$ cat src/rtl/vga_sync_decoder.sv
// vga_sync_decoder: recovers the VGA raster from raw h_sync/v_sync, checks line/frame
// timing, and regenerates pixel address, active-video qualifier and frame pulse.
//
// state   | meaning
// SEARCH  | waiting for a v_sync falling edge to align the counters
// ACQUIRE | counting clean frames toward lock
// LOCKED  | timing verified; addr/pixel_valid/frame_start are live
module vga_sync_decoder #(
  parameter logic [9:0] H_TOTAL     = 10'd800,
  parameter logic [9:0] V_TOTAL     = 10'd525,
  parameter logic [7:0] H_SYNC      = 8'd96,
  parameter logic [3:0] V_SYNC      = 4'd2,
  parameter logic [9:0] H_ACT_START = 10'd143,
  parameter logic [9:0] H_ACT_END   = 10'd782,
  parameter logic [9:0] V_ACT_START = 10'd35,
  parameter logic [9:0] V_ACT_END   = 10'd514,
  parameter logic [3:0] LOCK_FRAMES = 4'd2
) (
  input  logic        vga_clk,
  input  logic        rst,
  input  logic        h_sync,
  input  logic        v_sync,
  output logic [18:0] addr,
  output logic        pixel_valid,
  output logic        frame_start,
  output logic        locked,
  output logic [9:0]  line_len,
  output logic [9:0]  frame_lines,
  output logic [7:0]  err_count
);

  typedef enum logic [1:0] {SEARCH = 2'd0, ACQUIRE = 2'd1, LOCKED = 2'd2} state_t;
  state_t state_q, state_d;

  logic        hs_q, hs_d, hs_prev_q, hs_prev_d;
  logic        vs_q, vs_d, vs_prev_q, vs_prev_d;
  logic [9:0]  h_cnt_q, h_cnt_d, v_cnt_q, v_cnt_d;
  logic [7:0]  hpw_q, hpw_d;
  logic [3:0]  vpw_q, vpw_d;
  logic        have_edge_q, have_edge_d;
  logic [3:0]  good_q, good_d;
  logic        vfall_dly_q, vfall_dly_d;
  logic [9:0]  line_len_q, line_len_d, frame_lines_q, frame_lines_d;
  logic [18:0] addr_q, addr_d;
  logic        pixel_valid_q, pixel_valid_d;
  logic        frame_start_q, frame_start_d;
  logic        locked_q, locked_d;
  logic [7:0]  err_count_q, err_count_d;

  logic        hfall, hrise, vfall, vrise;
  logic [10:0] h_len_ext, v_len_ext;
  logic [9:0]  h_meas, v_meas;
  logic        err_line, err_hpw, err_frame, err_vpw, err_stuck, err_event;
  logic [9:0]  col;
  logic [8:0]  row;
  logic        h_in, v_in;

  assign hfall = hs_prev_q & ~hs_q;
  assign hrise = ~hs_prev_q & hs_q;
  assign vfall = vs_prev_q & ~vs_q;
  assign vrise = ~vs_prev_q & vs_q;

  assign h_len_ext = {1'b0, h_cnt_q} + 11'd1;
  assign v_len_ext = {1'b0, v_cnt_q} + 11'd1;
  assign h_meas    = h_len_ext[10] ? 10'h3FF : h_len_ext[9:0];
  assign v_meas    = v_len_ext[10] ? 10'h3FF : v_len_ext[9:0];

  // The first h_sync edge after alignment has no preceding line to measure.
  assign err_line  = hfall && have_edge_q && (h_meas != H_TOTAL);
  assign err_hpw   = hrise && (hpw_q != H_SYNC);
  assign err_frame = vfall && (v_meas != V_TOTAL);
  assign err_vpw   = vrise && (vpw_q != V_SYNC);
  assign err_stuck = !hfall && (h_cnt_q == 10'd1022);
  assign err_event = err_line | err_hpw | err_frame | err_vpw | err_stuck;

  always_comb begin
    hs_d      = h_sync;
    vs_d      = v_sync;
    hs_prev_d = hs_q;
    vs_prev_d = vs_q;

    h_cnt_d = h_cnt_q;
    if (hfall)                   h_cnt_d = '0;
    else if (h_cnt_q != 10'h3FF) h_cnt_d = h_cnt_q + 10'd1;

    v_cnt_d = v_cnt_q;
    if (vfall)                           v_cnt_d = '0;
    else if (hfall && v_cnt_q != 10'h3FF) v_cnt_d = v_cnt_q + 10'd1;

    hpw_d = hpw_q;
    if (hs_q)                  hpw_d = '0;
    else if (hpw_q != 8'hFF)   hpw_d = hpw_q + 8'd1;

    // v_sync width is measured in lines, i.e. h_sync edges seen while low.
    vpw_d = vpw_q;
    if (vs_q)                           vpw_d = '0;
    else if (hfall && vpw_q != 4'hF)    vpw_d = vpw_q + 4'd1;

    vfall_dly_d   = vfall;
    line_len_d    = (hfall && have_edge_q) ? h_meas : line_len_q;
    frame_lines_d = vfall ? v_meas : frame_lines_q;
  end

  always_comb begin
    state_d = state_q;
    good_d  = good_q;
    case (state_q)
      SEARCH: begin
        good_d = '0;
        if (vfall) state_d = ACQUIRE;
      end
      ACQUIRE: begin
        if (err_event) begin
          state_d = SEARCH;
          good_d  = '0;
        end else if (vfall) begin
          good_d = good_q + 4'd1;
          if (good_q + 4'd1 == LOCK_FRAMES) state_d = LOCKED;
        end
      end
      LOCKED: begin
        if (err_event) state_d = SEARCH;
      end
      default: state_d = SEARCH;
    endcase

    have_edge_d = have_edge_q | hfall;
    if (state_d == SEARCH && state_q != SEARCH) have_edge_d = 1'b0;
  end

  always_comb begin
    col  = h_cnt_q - H_ACT_START;
    row  = v_cnt_q[8:0] - V_ACT_START[8:0];
    h_in = (h_cnt_q >= H_ACT_START) && (h_cnt_q <= H_ACT_END);
    v_in = (v_cnt_q >= V_ACT_START) && (v_cnt_q <= V_ACT_END);

    pixel_valid_d = (state_q == LOCKED) && h_in && v_in;
    addr_d        = pixel_valid_d ? {row, col} : '0;
    frame_start_d = vfall_dly_q && (state_q == LOCKED);
    locked_d      = (state_d == LOCKED);

    err_count_d = err_count_q;
    if (state_q == LOCKED && err_event && err_count_q != 8'hFF)
      err_count_d = err_count_q + 8'd1;
  end

  always_ff @(posedge vga_clk or negedge rst) begin
    if (!rst) begin
      state_q <= SEARCH;
    end else begin
      state_q <= state_d;
    end
  end

  always_ff @(posedge vga_clk or negedge rst) begin
    if (!rst) begin
      hs_q          <= 1'b1;
      hs_prev_q     <= 1'b1;
      vs_q          <= 1'b1;
      vs_prev_q     <= 1'b1;
      h_cnt_q       <= '0;
      v_cnt_q       <= '0;
      hpw_q         <= '0;
      vpw_q         <= '0;
      have_edge_q   <= 1'b0;
      good_q        <= '0;
      vfall_dly_q   <= 1'b0;
      line_len_q    <= '0;
      frame_lines_q <= '0;
      addr_q        <= '0;
      pixel_valid_q <= 1'b0;
      frame_start_q <= 1'b0;
      locked_q      <= 1'b0;
      err_count_q   <= '0;
    end else begin
      hs_q          <= hs_d;
      hs_prev_q     <= hs_prev_d;
      vs_q          <= vs_d;
      vs_prev_q     <= vs_prev_d;
      h_cnt_q       <= h_cnt_d;
      v_cnt_q       <= v_cnt_d;
      hpw_q         <= hpw_d;
      vpw_q         <= vpw_d;
      have_edge_q   <= have_edge_d;
      good_q        <= good_d;
      vfall_dly_q   <= vfall_dly_d;
      line_len_q    <= line_len_d;
      frame_lines_q <= frame_lines_d;
      addr_q        <= addr_d;
      pixel_valid_q <= pixel_valid_d;
      frame_start_q <= frame_start_d;
      locked_q      <= locked_d;
      err_count_q   <= err_count_d;
    end
  end

  assign addr        = addr_q;
  assign pixel_valid = pixel_valid_q;
  assign frame_start = frame_start_q;
  assign locked      = locked_q;
  assign line_len    = line_len_q;
  assign frame_lines = frame_lines_q;
  assign err_count   = err_count_q;

endmodule

$ cat config.mk
export PLATFORM = sky130hd
export DESIGN_NAME = vga_sync_decoder
export DESIGN_NICKNAME = d
export VERILOG_FILES = /design/src/rtl/vga_sync_decoder.sv
export SDC_FILE = /design/constraint.sdc
export NUM_CORES = 1
export LEC_CHECK = 0
export CORE_MARGIN = 2
export CORE_UTILIZATION = 46
export CTS_BUF_LIST = sky130_fd_sc_hd__clkbuf_16
export CTS_CLUSTER_SIZE = 28
export DETAILED_ROUTE_END_ITERATION = 10
export PLACE_DENSITY = 0.78
export SLEW_MARGIN = 20
export SYNTH_ARGS = -nofsm -noshare
export SYNTH_HDL_FRONTEND = slang
export SYNTH_SLANG_ARGS = --single-unit
$ cat constraint.sdc
create_clock -name vga_clk -period 3.1 [get_ports vga_clk]
set_clock_uncertainty 0.05 [all_clocks]
set_input_delay 0.775 -clock vga_clk [delete_from_list [all_inputs] [get_ports vga_clk]]
set_output_delay 0.775 -clock vga_clk [all_outputs]
set_load 0.02 [all_outputs]
==> results of run 1 <==
==> state kept, by name, indices dropped and copies added, names as in the netlist <==
signal	count
addr	19
err_count	8
frame_lines	10
frame_start	1
good_q	4
h_cnt_q	10
have_edge_q	1
hpw_q	8
hs_prev_d	1
hs_prev_q	1
line_len	10
locked	1
pixel_valid	1
state_q	2
v_cnt_q	10
vfall_dly_q	1
vpw_q	4
vs_prev_d	1
vs_prev_q	1
==> Yosys cell counts (6+ instances only) <==
master / n
dfrtp_1: 90
nor2_1: 81
nand2_1: 40
nand3_1: 24
xnor2_1: 24
o21ai_0: 21
a21oi_1: 19
xor2_1: 17
buf_2: 14
inv_1: 14
a31oi_1: 13
clkbuf_1: 12
ha_1: 12
nand2b_1: 10
nor3_1: 10
and3_1: 7
nand4_1: 7
o31ai_1: 7
and2_1: 6
==> metrics by stage <==
step / hold WS [ns] / power (mW) / std cells / setup slack (ns)
after detailed placement: 0.347 / 1.90 / 646 / 0.245
after floorplan: 0.303 / 1.72 / 480 / 0.557
after global placement: 0.348 / 1.88 / 646 / 0.389
after global routing: 0.371 / 3.22 / 661 / 0.00407
after CTS: 0.357 / 3.12 / 661 / 0.229
final: 0.350 / 3.09 / 661 / 0.214
==> logic make-up after synthesis <==
kind of cell    share of synthesized area, %
simple gates                            21.7
flops                                   51.5
compound gates                          10.2
mux                                    0.683
fa+ha+maj                               3.50
xor+xnor                                7.84
buf+inv                                 4.56
==> layout make-up <==
type	instances	area, sq um
Sequential cell	94	2360
Clock inverter	6	103
Inverter	14	52.6
Timing Repair Buffer	63	616
Tap cell	133	166
Multi-Input combinational cell	342	2020
Clock buffer	9	225
Fill cell	843	4190
==> critical path, stage by stage, from the launching register on <==
cell,delay [ns]
dfrtp_1,0.55
ha_1,0.31
xor2_1,0.29
nand3b_1,0.12
nor4_1,0.22
a31oi_1,0.13
or3_4,0.46
or3b_4,0.43
o31ai_1,0.23
==> power by group <==
part / internal (mW) / switching [mW]
clock network: 0.776 / 0.435
logic: 0.204 / 0.263
registers: 1.31 / 0.102
total: 2.29 / 0.800
==> routing by layer <==
| layer | wire length, microns | GRT usage, % | share of wire (%) | vias to the layer above |
|---|---|---|---|---|
| li1 | - | - | - | 1720 |
| met1 | 4160 | 23.6 | 45 | 1688 |
| met2 | 4460 | 29.8 | 48 | 100 |
| met3 | 377 | 2.71 | 4.1 | 19 |
| met4 | 266 | 9.36 | 2.9 | 0 |
| met5 | 0 | 0 | 0 | - |
==> worst max-delay path by stage <==
stage | startpoint | to | slack (ns) | cells past startpoint
final | v_cnt_q[0] | good_q[1] | 0.21 | 8
after global routing | v_cnt_q[0] | good_q[3] | 0.004 | 8
after CTS | h_cnt_q[1] | good_q[1] | 0.23 | 8
after detailed placement | h_cnt_q[1] | good_q[1] | 0.25 | 8
after global placement | h_cnt_q[1] | good_q[3] | 0.39 | 8
after floorplan | h_cnt_q[1] | good_q[0] | 0.56 | 9
==> impl_metrics.csv, run 1 <==
group,metric,value,unit
synthesis,synth_edf_count,0,
routing,drt_iter0_drc,150,
layout,utilization,56.9,%
placement,dp_hpwl,6530,microns
critical_path,critPathArrivalTime,3.07,ns
placement,io_buffers,53,
critical_path,crit_type,"flop to flop",
synthesis,ys_ff_latch,94,
placement,gp_congestion,0.915,
timing,rsz0062_at_grt,"no",
cts,worstSkewPairLatency,0.34,ns
timing,fmax,347,MHz
floorplan,dieWidth,104,microns
cts,postCtsResizedCells,0,
global_routing,grt_pass1_vias,3417,
power,peakVddDrop,0.265,mV
global_routing,grt_pass1_wl,16100,microns
layout,syn2layout_area_growth,20.9,%
timing,hold_viol_final,0,
critical_path,critPathCaptureType,"flop",
cts,post_cts_buffers,0,
cts,cts_tree,"built",
critical_path,reg2reg_depth,8,
synthesis,synth_area,4580,sq um
global_routing,grt_max_degree,56,
layout,layout.nets,540,
floorplan,die_area,10800,sq um
routing,wire_per_inst,14.0,microns
timing,tns,0,ns
floorplan,die_y,104,microns
worst_hold_path,hold_class,"input pin to async pin",
cts,cts_buffers,9,
synthesis,syn_avg_cell_area,9.54,sq um
timing,setup_violations,0,
floorplan,start_util,47.1,%
timing,period_share,93.1,%
critical_path,r2r-end,"good_q[1]",
cts,clk_pin_slew,0.06,ns
global_routing,antenna_found_initial,0,
floorplan,rows,36,
power,p_leak,2.45,nW
critical_path,worstReg2RegStart,"v_cnt_q[0]",
layout,mostFrequentLayoutCells,"90 x dfrtp_1, 81 x nor2_1, 52 x clkdlybuf4s50_1, 40 x nand2_1",
routing,drtAntennaViolNets,0,
cts,clockBufferDepth,2,
routing,num_vias,3527,
cts,cts_sinks,94,
global_routing,gr-total-overflow,0,
floorplan,fp.coreArea,9730,sq um
run_status,outcome,"complete, no violations",
layout,final_common_cell,"dfrtp_1",
cts,htree_levels,3,
synthesis,ys_async_sr_fraction,100,%
layout,finalInstanceArea,5540,sq um
cts,cts-root-buf,"clkbuf_16",
routing,wl,9260,microns
critical_path,start_kind,"flop",
floorplan,io_pins,54,
timing,max-slew-margin-rel,64.8,%
timing,fin_crit,2.89,ns
synthesis,synthCells,480,
routing,via_per_inst,5.34,
synthesis,synth_top_cell_by_area,"dfrtp_1",
job,maxCapViolCount,0,
routing,drt-pass1-iter-count,5,
synthesis,ys_seq_area_share,51.5,%
timing,drv_slew,0,
synthesis,ys_types,51,
placement,placed_area,5200,sq um
critical_path,cp_max_fo,13,
synthesis,synth_fp_nets,496,
synthesis,yosysTopAreaCellShare,49.2,%
power,powerDensity,559,nW/um^2
global_routing,grtUsageTotal,18.2,%
synthesis,yosys-top-cells-area,"dfrtp_1 49%, nor2_1 6.6%, xnor2_1 4.6%, ha_1 3.3%, nand2_1 3.3%",
layout,num_antenna_cells,0,
synthesis,ys.flop_type,"dfrtp_1",
layout,drive_above_1_share,6.44,%
cts,cts_hold_buf,0,
routing,drc_errors,0,
critical_path,regToRegSetupSlack,0.21,ns
critical_path,cp.required,3.29,ns
synthesis,yosys_warnings,0,
timing,worstMarginPinSlew,0.524,ns
Power figures use the tool's default switching activity.
==> run 2, diff against run 1 <==
--- a/config.mk
+++ b/config.mk
@@ -5,9 +5,9 @@
 export SDC_FILE = /design/constraint.sdc
 export NUM_CORES = 1
 export LEC_CHECK = 0
+export CORE_ASPECT_RATIO = 0.5
 export CORE_MARGIN = 2
 export CORE_UTILIZATION = 46
-export CTS_BUF_LIST = sky130_fd_sc_hd__clkbuf_16
 export CTS_CLUSTER_SIZE = 28
 export DETAILED_ROUTE_END_ITERATION = 10
 export PLACE_DENSITY = 0.78
==> run 2 against run 1 <==
Net effect: register-to-register slack improved by 0.04 ns; flip-flop and latch count is the same; die area is 0.45% higher; final cell count grew 0.61%; worst hold slack got worse by 0.011 ns; via count is 1.6% lower; critical path type unchanged; largest power group unchanged.
==> impl_metrics.csv, run 2 (synthesized netlist as in run 1, its figures left out) <==
group,metric,value,unit
global_routing,grtUsageTotal,18.8,%
layout,syn2layout_area_growth,20.7,%
critical_path,cp-endpoint,"good_q[1]",
timing,drv_slew,0,
critical_path,critPathArrivalTime,3.03,ns
floorplan,io_pins,54,
routing,via_per_inst,5.22,
floorplan,fp.coreArea,9570,sq um
timing,period_share,91.7,%
cts,cts_tree,"built",
floorplan,start_util,47.8,%
floorplan,die_y,74.6,microns
layout,largest_reg_flops,19,
routing,wire_per_inst,14.1,microns
critical_path,crit_chain,"ha_2 -> and3_1 -> a32o_1 -> a32o_1 -> a41oi_1 -> or3_4 -> or3b_4 -> o31ai_1",
routing,wl,9350,microns
critical_path,worstReg2RegStart,"h_cnt_q[1]",
layout,utilization,57.8,%
layout,fillerInstances,824,
global_routing,gr-total-overflow,0,
critical_path,path_depth,8,
global_routing,grt_max_degree,40,
critical_path,cpMostUsedCell,"a32o_1",
layout,final-seq-area,2360,sq um
timing,fin_crit,2.84,ns
timing,tns,0,ns
cts,clk_pin_slew,0.06,ns
routing,drt_iter0_drc,147,
placement,gp_congestion,0.873,
layout,final_common_cell,"dfrtp_1",
cts,worstSkewPairLatency,0.34,ns
cts,cts-root-buf,"clkbuf_16",
routing,drc_errors,0,
run_status,outcome,"complete, no violations",
critical_path,critPathCaptureType,"flop",
power,powerDensity,541,nW/um^2
layout,finalInstanceArea,5530,sq um
global_routing,antenna_found_initial,0,
routing,drt-pass1-iter-count,5,
cts,cts_hold_buf,0,
critical_path,regToRegSetupSlack,0.26,ns
timing,max-slew-margin-rel,52.7,%
timing,setup_violations,0,
timing,worstMarginPinSlew,0.709,ns
routing,drtAntennaViolNets,0,
layout,num_antenna_cells,0,
cts,clockBufferDepth,2,
critical_path,cp.required,3.29,ns
cts,htree_levels,3,
power,p_leak,2.44,nW
layout,layout.nets,541,
cts,cts_buffers,9,
critical_path,r2r-end,"good_q[1]",
placement,placed_area,5220,sq um
critical_path,crit_type,"flop to flop",
critical_path,cp_max_fo,13,
floorplan,die_area,10800,sq um
critical_path,start_kind,"flop",
floorplan,rows,25,
layout,mostFrequentLayoutCells,"88 x dfrtp_1, 81 x nor2_1, 52 x clkdlybuf4s50_1, 40 x nand2_1",
layout,multiInputGateArea,2020,sq um
critical_path,crit_start,"h_cnt_q[1]",
global_routing,grt_pass1_wl,15900,microns
critical_path,reg2reg_depth,8,
job,maxCapViolCount,0,
placement,dp_hpwl,6580,microns
layout,drive_above_1_share,7.55,%
critical_path,crit_buf_inv,0,
timing,fmax,352,MHz
global_routing,grt_pass1_vias,3280,
critical_path,worst_path_dominant_cell_family,"simple AND/OR/NAND/NOR gates",
power,peakVddDrop,0.347,mV
worst_hold_path,hold_class,"input pin to async pin",
cts,post_cts_buffers,0,
cts,cts_sinks,94,
routing,num_vias,3469,
placement,io_buffers,53,
cts,postCtsResizedCells,0,
timing,rsz0062_at_grt,"no",
critical_path,worst_path_largest_cell_delay,0.52,ns
critical_path,cp_slowest_cell,"or3_4",
floorplan,dieWidth,145,microns
timing,hold_viol_final,0,
==> run 2: cell type report <==
cell class | count | area share (%)
Sequential cell | 94 | 42.7
Clock buffer | 12 | 4.64
Clock inverter | 4 | 0.815
Tap cell | 135 | 3.05
Multi-Input combinational cell | 342 | 36.6
Inverter | 14 | 0.950
Timing Repair Buffer | 64 | 11.3
==> run 2: layer usage <==
layer | track usage [%] | up-vias | wire length, microns
li1 | - | 1715 | -
met1 | 24.6 | 1679 | 4490
met2 | 30.9 | 68 | 4260
met3 | 5.89 | 7 | 530
met4 | 5.77 | 0 | 76
met5 | 0 | - | 0
==> run 2: where the power goes <==
group          internal (mW)  switching [mW]
Clock                  0.665           0.448
Sequential              1.31           0.105
Combinational          0.205           0.251
Total                   2.18           0.804
==> run 2: worst min path at each step <==
| stage | from | end | slack [ns] | depth (start not counted) |
|---|---|---|---|---|
| global placement | vs_prev_d | vs_prev_q | 0.35 | 0 |
| global route | rst | hpw_q[0] | 0.37 | 1 |
| floorplan | hs_prev_d | hs_prev_q | 0.30 | 0 |
| detailed placement | vs_prev_d | vs_prev_q | 0.35 | 0 |
| CTS | rst | hpw_q[0] | 0.35 | 1 |
| finish | rst | hpw_q[0] | 0.34 | 1 |
==> run 2: per-stage QoR <==
stage	std cells	worst slack [ns]	hold WS (ns)	total power, mW
4_1_cts	665	0.128	0.354	3.01
6_report	665	0.259	0.339	2.99
3_5_place_dp	649	0.164	0.353	1.90
5_1_grt	665	0.0207	0.373	3.13
3_3_place_gp	649	0.258	0.355	1.89
2_1_floorplan	480	0.557	0.303	1.72
==> run 2: worst register-to-register path: stages, from the launching register on <==
cell and delay [ns]:
dfrtp_2 0.45, ha_2 0.28, and3_1 0.29, a32o_1 0.20, a32o_1 0.12, a41oi_1 0.18
or3_4 0.52, or3b_4 0.42, o31ai_1 0.22
